[config.mk]
export PLATFORM = sky130hd
export DESIGN_NAME = nib_track_ctrl
export DESIGN_NICKNAME = d
export VERILOG_FILES = /design/src/rtl/nib_track_ctrl.sv
export SDC_FILE = /design/constraint.sdc
export NUM_CORES = 1
export LEC_CHECK = 0
export ABC_AREA = 1
export ABC_CLOCK_PERIOD_IN_PS = 3600
export BUFFER_PORTS_ARGS = -buffer_cell sky130_fd_sc_hd__buf_2
export CAP_MARGIN = 15
export CORE_AREA = 8 8 112 114
export CTS_CLUSTER_DIAMETER = 30
export DETAILED_ROUTE_END_ITERATION = 10
export DIE_AREA = 0 0 120 122
export GPL_TIMING_DRIVEN = 0
export HOLD_SLACK_MARGIN = 0.12
export PLACE_DENSITY = 0.58
export RECOVER_POWER = 100
export SLEW_MARGIN = 30
export SYNTH_ARGS = -nofsm -noshare
export SYNTH_HDL_FRONTEND = slang
export SYNTH_SLANG_ARGS = --single-unit
[constraint.sdc]
create_clock -name clk_sys -period 3.6 [get_ports clk_sys]
set_input_delay 0.9 -clock clk_sys [delete_from_list [all_inputs] [get_ports clk_sys]]
set_output_delay 0.9 -clock clk_sys [all_outputs]
set_load 0.02 [all_outputs]
[src/rtl/nib_track_ctrl.sv]
// nib_track_ctrl: moves 13-sector NIB tracks between the SD image (hps_io
// block interface) and the on-chip track buffer. A modified track is written
// back before the next track is loaded, and the CPU is held while the
// buffer is being refilled.
module nib_track_ctrl #(
    parameter int SECTORS = 13,
    parameter int TRACK_W = 6,
    parameter int LBA_W   = 32
) (
    input  logic               clk_sys,
    input  logic               reset_n,
    input  logic [TRACK_W-1:0] track,
    input  logic               dirty_set,
    input  logic               img_mounted,
    input  logic               img_present,
    input  logic               img_readonly,
    output logic [LBA_W-1:0]   sd_lba,
    output logic               sd_rd,
    output logic               sd_wr,
    input  logic               sd_ack,
    output logic [3:0]         track_sec,
    output logic               cpu_wait,
    output logic               busy,
    output logic               dirty
);

    typedef enum logic [1:0] {
        IDLE,
        FLUSH,
        LOAD
    } state_t;

    localparam logic [LBA_W-1:0] SECT_LBA = LBA_W'(SECTORS);
    localparam logic [3:0]       LAST_SEC = 4'(SECTORS - 1);

    state_t             state, state_nxt;
    logic [LBA_W-1:0]   sd_lba_nxt;
    logic               sd_rd_nxt, sd_wr_nxt;
    logic [3:0]         track_sec_nxt;
    logic               cpu_wait_nxt;
    logic               dirty_nxt;
    logic               valid, valid_nxt;
    logic [TRACK_W-1:0] cur_track, cur_track_nxt;
    logic               mount_pend, mount_pend_nxt;
    logic               old_ack;
    logic               ack_rise, ack_fall;
    logic [LBA_W-1:0]   base_new, base_cur;

    // sd_ack is a level held for one whole sector; its edges pace the transfer.
    assign ack_rise = sd_ack & ~old_ack;
    assign ack_fall = ~sd_ack & old_ack;

    // First sector of a track; the multiplier is a constant so this is one cycle.
    assign base_new = SECT_LBA * LBA_W'(track);
    assign base_cur = SECT_LBA * LBA_W'(cur_track);

    assign busy = (state != IDLE);

    // State and datapath registers; reset drops any request in flight at once.
    always_ff @(posedge clk_sys) begin
        if (!reset_n) begin
            state      <= IDLE;
            sd_lba     <= '0;
            sd_rd      <= 1'b0;
            sd_wr      <= 1'b0;
            track_sec  <= '0;
            cpu_wait   <= 1'b0;
            dirty      <= 1'b0;
            valid      <= 1'b0;
            cur_track  <= '0;
            mount_pend <= 1'b0;
            old_ack    <= 1'b0;
        end else begin
            state      <= state_nxt;
            sd_lba     <= sd_lba_nxt;
            sd_rd      <= sd_rd_nxt;
            sd_wr      <= sd_wr_nxt;
            track_sec  <= track_sec_nxt;
            cpu_wait   <= cpu_wait_nxt;
            dirty      <= dirty_nxt;
            valid      <= valid_nxt;
            cur_track  <= cur_track_nxt;
            mount_pend <= mount_pend_nxt;
            old_ack    <= sd_ack;
        end
    end

    // Next-state logic: IDLE decides between mount handling, write-back and
    // load; FLUSH and LOAD step one sector per sd_ack pulse.
    always_comb begin
        state_nxt      = state;
        sd_lba_nxt     = sd_lba;
        sd_rd_nxt      = sd_rd;
        sd_wr_nxt      = sd_wr;
        track_sec_nxt  = track_sec;
        cpu_wait_nxt   = cpu_wait;
        dirty_nxt      = dirty;
        valid_nxt      = valid;
        cur_track_nxt  = cur_track;
        mount_pend_nxt = mount_pend | img_mounted;

        if (dirty_set && state == IDLE && valid && img_present && !img_readonly) begin
            dirty_nxt = 1'b1;
        end

        unique case (state)
            IDLE: begin
                if (mount_pend && !img_mounted) begin
                    // New image: the old buffer contents are simply discarded.
                    mount_pend_nxt = 1'b0;
                    dirty_nxt      = 1'b0;
                    valid_nxt      = 1'b0;
                end else if (!img_present) begin
                    valid_nxt = 1'b0;
                end else if (!valid || track != cur_track) begin
                    track_sec_nxt = '0;
                    cpu_wait_nxt  = 1'b1;
                    if (dirty) begin
                        state_nxt  = FLUSH;
                        sd_lba_nxt = base_cur;
                        sd_wr_nxt  = 1'b1;
                    end else begin
                        state_nxt     = LOAD;
                        cur_track_nxt = track;
                        sd_lba_nxt    = base_new;
                        sd_rd_nxt     = 1'b1;
                    end
                end
            end

            FLUSH: begin
                if (ack_rise) begin
                    sd_lba_nxt = sd_lba + 1'b1;
                    if (track_sec == LAST_SEC) begin
                        sd_wr_nxt = 1'b0;
                    end
                end else if (ack_fall) begin
                    if (!sd_wr) begin
                        dirty_nxt     = 1'b0;
                        state_nxt     = LOAD;
                        cur_track_nxt = track;
                        sd_lba_nxt    = base_new;
                        track_sec_nxt = '0;
                        sd_rd_nxt     = 1'b1;
                    end else begin
                        track_sec_nxt = track_sec + 1'b1;
                    end
                end
            end

            LOAD: begin
                if (ack_rise) begin
                    sd_lba_nxt = sd_lba + 1'b1;
                    if (track_sec == LAST_SEC) begin
                        sd_rd_nxt = 1'b0;
                    end
                end else if (ack_fall) begin
                    cpu_wait_nxt = 1'b0;
                    if (!sd_rd) begin
                        valid_nxt = 1'b1;
                        state_nxt = IDLE;
                    end else begin
                        track_sec_nxt = track_sec + 1'b1;
                    end
                end
            end

            default: begin
                state_nxt = IDLE;
            end
        endcase
    end

endmodule

==> impl_metrics.csv <==
group,metric,value,unit
power,cellPowerDensity,649,nW/um^2
cells_and_area,antenna-diode-count,0,
power,power_leakage,2.16,nW
global_routing,grt_pass1_wl,19900,um
power,peakVddDrop,324,uV
setup_path,cp-start-kind,"primary input",
routing,drtIter0Drc,268,
timing,tns,0,ns
routing,ant_nets,0,
cells_and_area,final_cells,839,
die,coreArea,10700,sq um
die,ioPinCount,54,
cts,cts.sinks,51,
die,die_h,122,um
routing,routed-via-count,4273,
timing,fin_crit_sh,0.887,
global_routing,grt.total_usage,0.169,
power,power,3.03,mW
global_routing,grt_max_degree,15,
yosys,synth-seq-area-share,0.242,
yosys,syn_inst,640,
global_routing,antenna_found_initial,0,
routing,wire_per_inst,14.4,um
cts,cts_tree,"built",
setup_path,crit_fanout,5,
yosys,syn_area,4220,sq um
setup_path,crit_type,"primary input to flip-flop",
hold_path,hold_path_class,"flip-flop to flip-flop",
yosys,ys_ff_latch,51,
routing,drt-total-wl,12100,um
timing,fmax,313,MHz
routing,drt_first_pass_iters,4,
yosys,synth_warnings,0,
placed_design,dpl.hpwl,9720,um
timing,max-slew-margin-rel,0.523,
placed_design,gp_congestion,0.910,
cells_and_area,drive_gt1_frac,0.0672,
setup_path,ff2ff_setup_slack,0.91,ns
cts,insertion_delay,0.33,ns
yosys,yosysUniqueCellTypes,41,
cts,holdBufCountCts,0,
cts,clk_pin_slew,0.10,ns
placed_design,placed_cell_area,4660,sq um
cts,cts_buffers,5,
timing,hold_violations,0,
setup_path,end_kind,"flip-flop",
setup_path,arrival,3.43,ns
yosys,synth.net_count,700,
cts,htreeDepth,2,
cts,cts_resized,0,
die,placementRows,38,
status,outcome,"finished, final reports clean",
routing,viasPerCell,5.09,
cts,cts-root-buf,"clkbuf_8",
placed_design,dp_cells,832,
cts,post-cts-setup-buffers,0,
timing,skew,0.00913,ns
cells_and_area,final_cell_mix,"nand2_1, inv_1, nor2_1",
timing,period_minus_slack,3.19,ns
timing,worstMarginPinSlew,0.713,ns
die,fp.dieArea,14600,sq um
global_routing,grt-ovfl-total,0,
cells_and_area,final_common_cell,"nand2_1",
cells_and_area,seq_area,1020,sq um
cells_and_area,nFillCells,1198,
timing,rsz0062_at_grt,"no",
timing,setup_viol,0,
die,start_util,0.395,
setup_path,critPathRequiredTime,3.84,ns
cells_and_area,area_delta_synth_final,10.7,%
placed_design,numPortBuffers,52,
die,die_w,120,um
routing,drc,0,
cells_and_area,nets,759,
cells_and_area,final_cell_area,4680,sq um
flow_run,maxCapViolCount,0,
timing,drv_slew,0,
global_routing,first_global_vias,4186,
yosys,synth.avg_cell_area,6.60,sq um
cells_and_area,multiInputGateArea,2720,sq um
cts,cts_buffer_depth,2,
area by class of cell:
cell class / instances / area share
clock inverter: 1 / 0.00642
timing repair buffer: 52 / 0.0442
inverter: 105 / 0.0843
clock buffer: 6 / 0.0155
buffer: 9 / 0.0131
sequential: 51 / 0.218
multi-input combinational: 475 / 0.581
tap: 140 / 0.0375
registers in the layout (all words and copies together) (netlist names):
signal      count
cur_track       6
sd_lba         32
track_sec       4
old_ack         1
valid           1
sd_rd           1
mount_pend      1
dirty           1
state           2
cpu_wait        1
sd_wr           1
per-layer routing:
layer | global-route usage | wire length [um] | vias up
met5 | 0 | 0 | -
met4 | 0.0546 | 162 | 0
met3 | 0.0361 | 515 | 14
met2 | 0.276 | 5470 | 76
met1 | 0.217 | 5930 | 1995
li1 | - | - | 2188
final timing paths:
kind            start    endpoint  depth (start not counted)
min          cpu_wait    cpu_wait                          2
max          track[1]   sd_lba[9]                         16
min reg2reg  cpu_wait    cpu_wait                          2
max reg2reg  state[0]  sd_lba[14]                         10
where the power goes:
part           internal (mW)  switching [mW]
combinational          0.576            1.20
clock                  0.204           0.208
sequential             0.687           0.158
Yosys cell counts, drive strengths merged:
cell type | number | area (sq um)
nand4 | 15 | 113
or2 | 1 | 6.26
nand3 | 55 | 308
o2bb2ai | 1 | 8.76
fa | 6 | 120
nor2 | 90 | 388
nor3 | 12 | 71.3
o22ai | 3 | 18.8
o21ai | 32 | 168
clkbuf | 2 | 7.51
a31oi | 1 | 6.26
xor2 | 6 | 52.6
dfxtp | 51 | 1020
o2111ai | 1 | 8.76
a21oi | 44 | 228
o211ai | 2 | 15.0
nand3b | 5 | 37.5
nand2 | 147 | 569
a221oi | 2 | 17.5
xnor2 | 5 | 43.8
ha | 41 | 513
buf | 7 | 66.3
a22oi | 2 | 15.0
nor4 | 3 | 18.8
inv | 105 | 394
a211oi | 1 | 7.51
per-stage QoR:
| step | setup WS [ns] | util | hold WS, ns |
|---|---|---|---|
| floorplan | 0.549 | - | 0.445 |
| global placement | 0.224 | 0.435 | 0.439 |
| detailed placement | 0.171 | 0.435 | 0.442 |
| CTS | 0.531 | 0.445 | 0.456 |
| global route | 0.175 | 0.437 | 0.491 |
| finish | 0.406 | 0.437 | 0.457 |
kinds of logic (layout without fill, tap and decap cells):
group,count (synthesis),in the layout,synth area share
compound gates,89,89,0.117
xor+xnor,11,11,0.0228
fa+ha+maj,47,47,0.150
buf+inv,114,173,0.111
flops,51,51,0.242
simple gates,328,328,0.358
worst max-delay path, stage by stage:
cell and delay (ns):
clkbuf_1 0.26, ha_1 0.31, fa_1 0.53, inv_1 0.06
fa_1 0.46, nand3b_1 0.18, nand2_1 0.11, nand3_1 0.10
nand2_1 0.08, nand2_1 0.07, nand2_1 0.07, nand2_1 0.05
nand3_1 0.06, nand3_1 0.07, nand2_1 0.08, inv_1 0.04
Note: power is estimated with default switching activity, not from simulation.
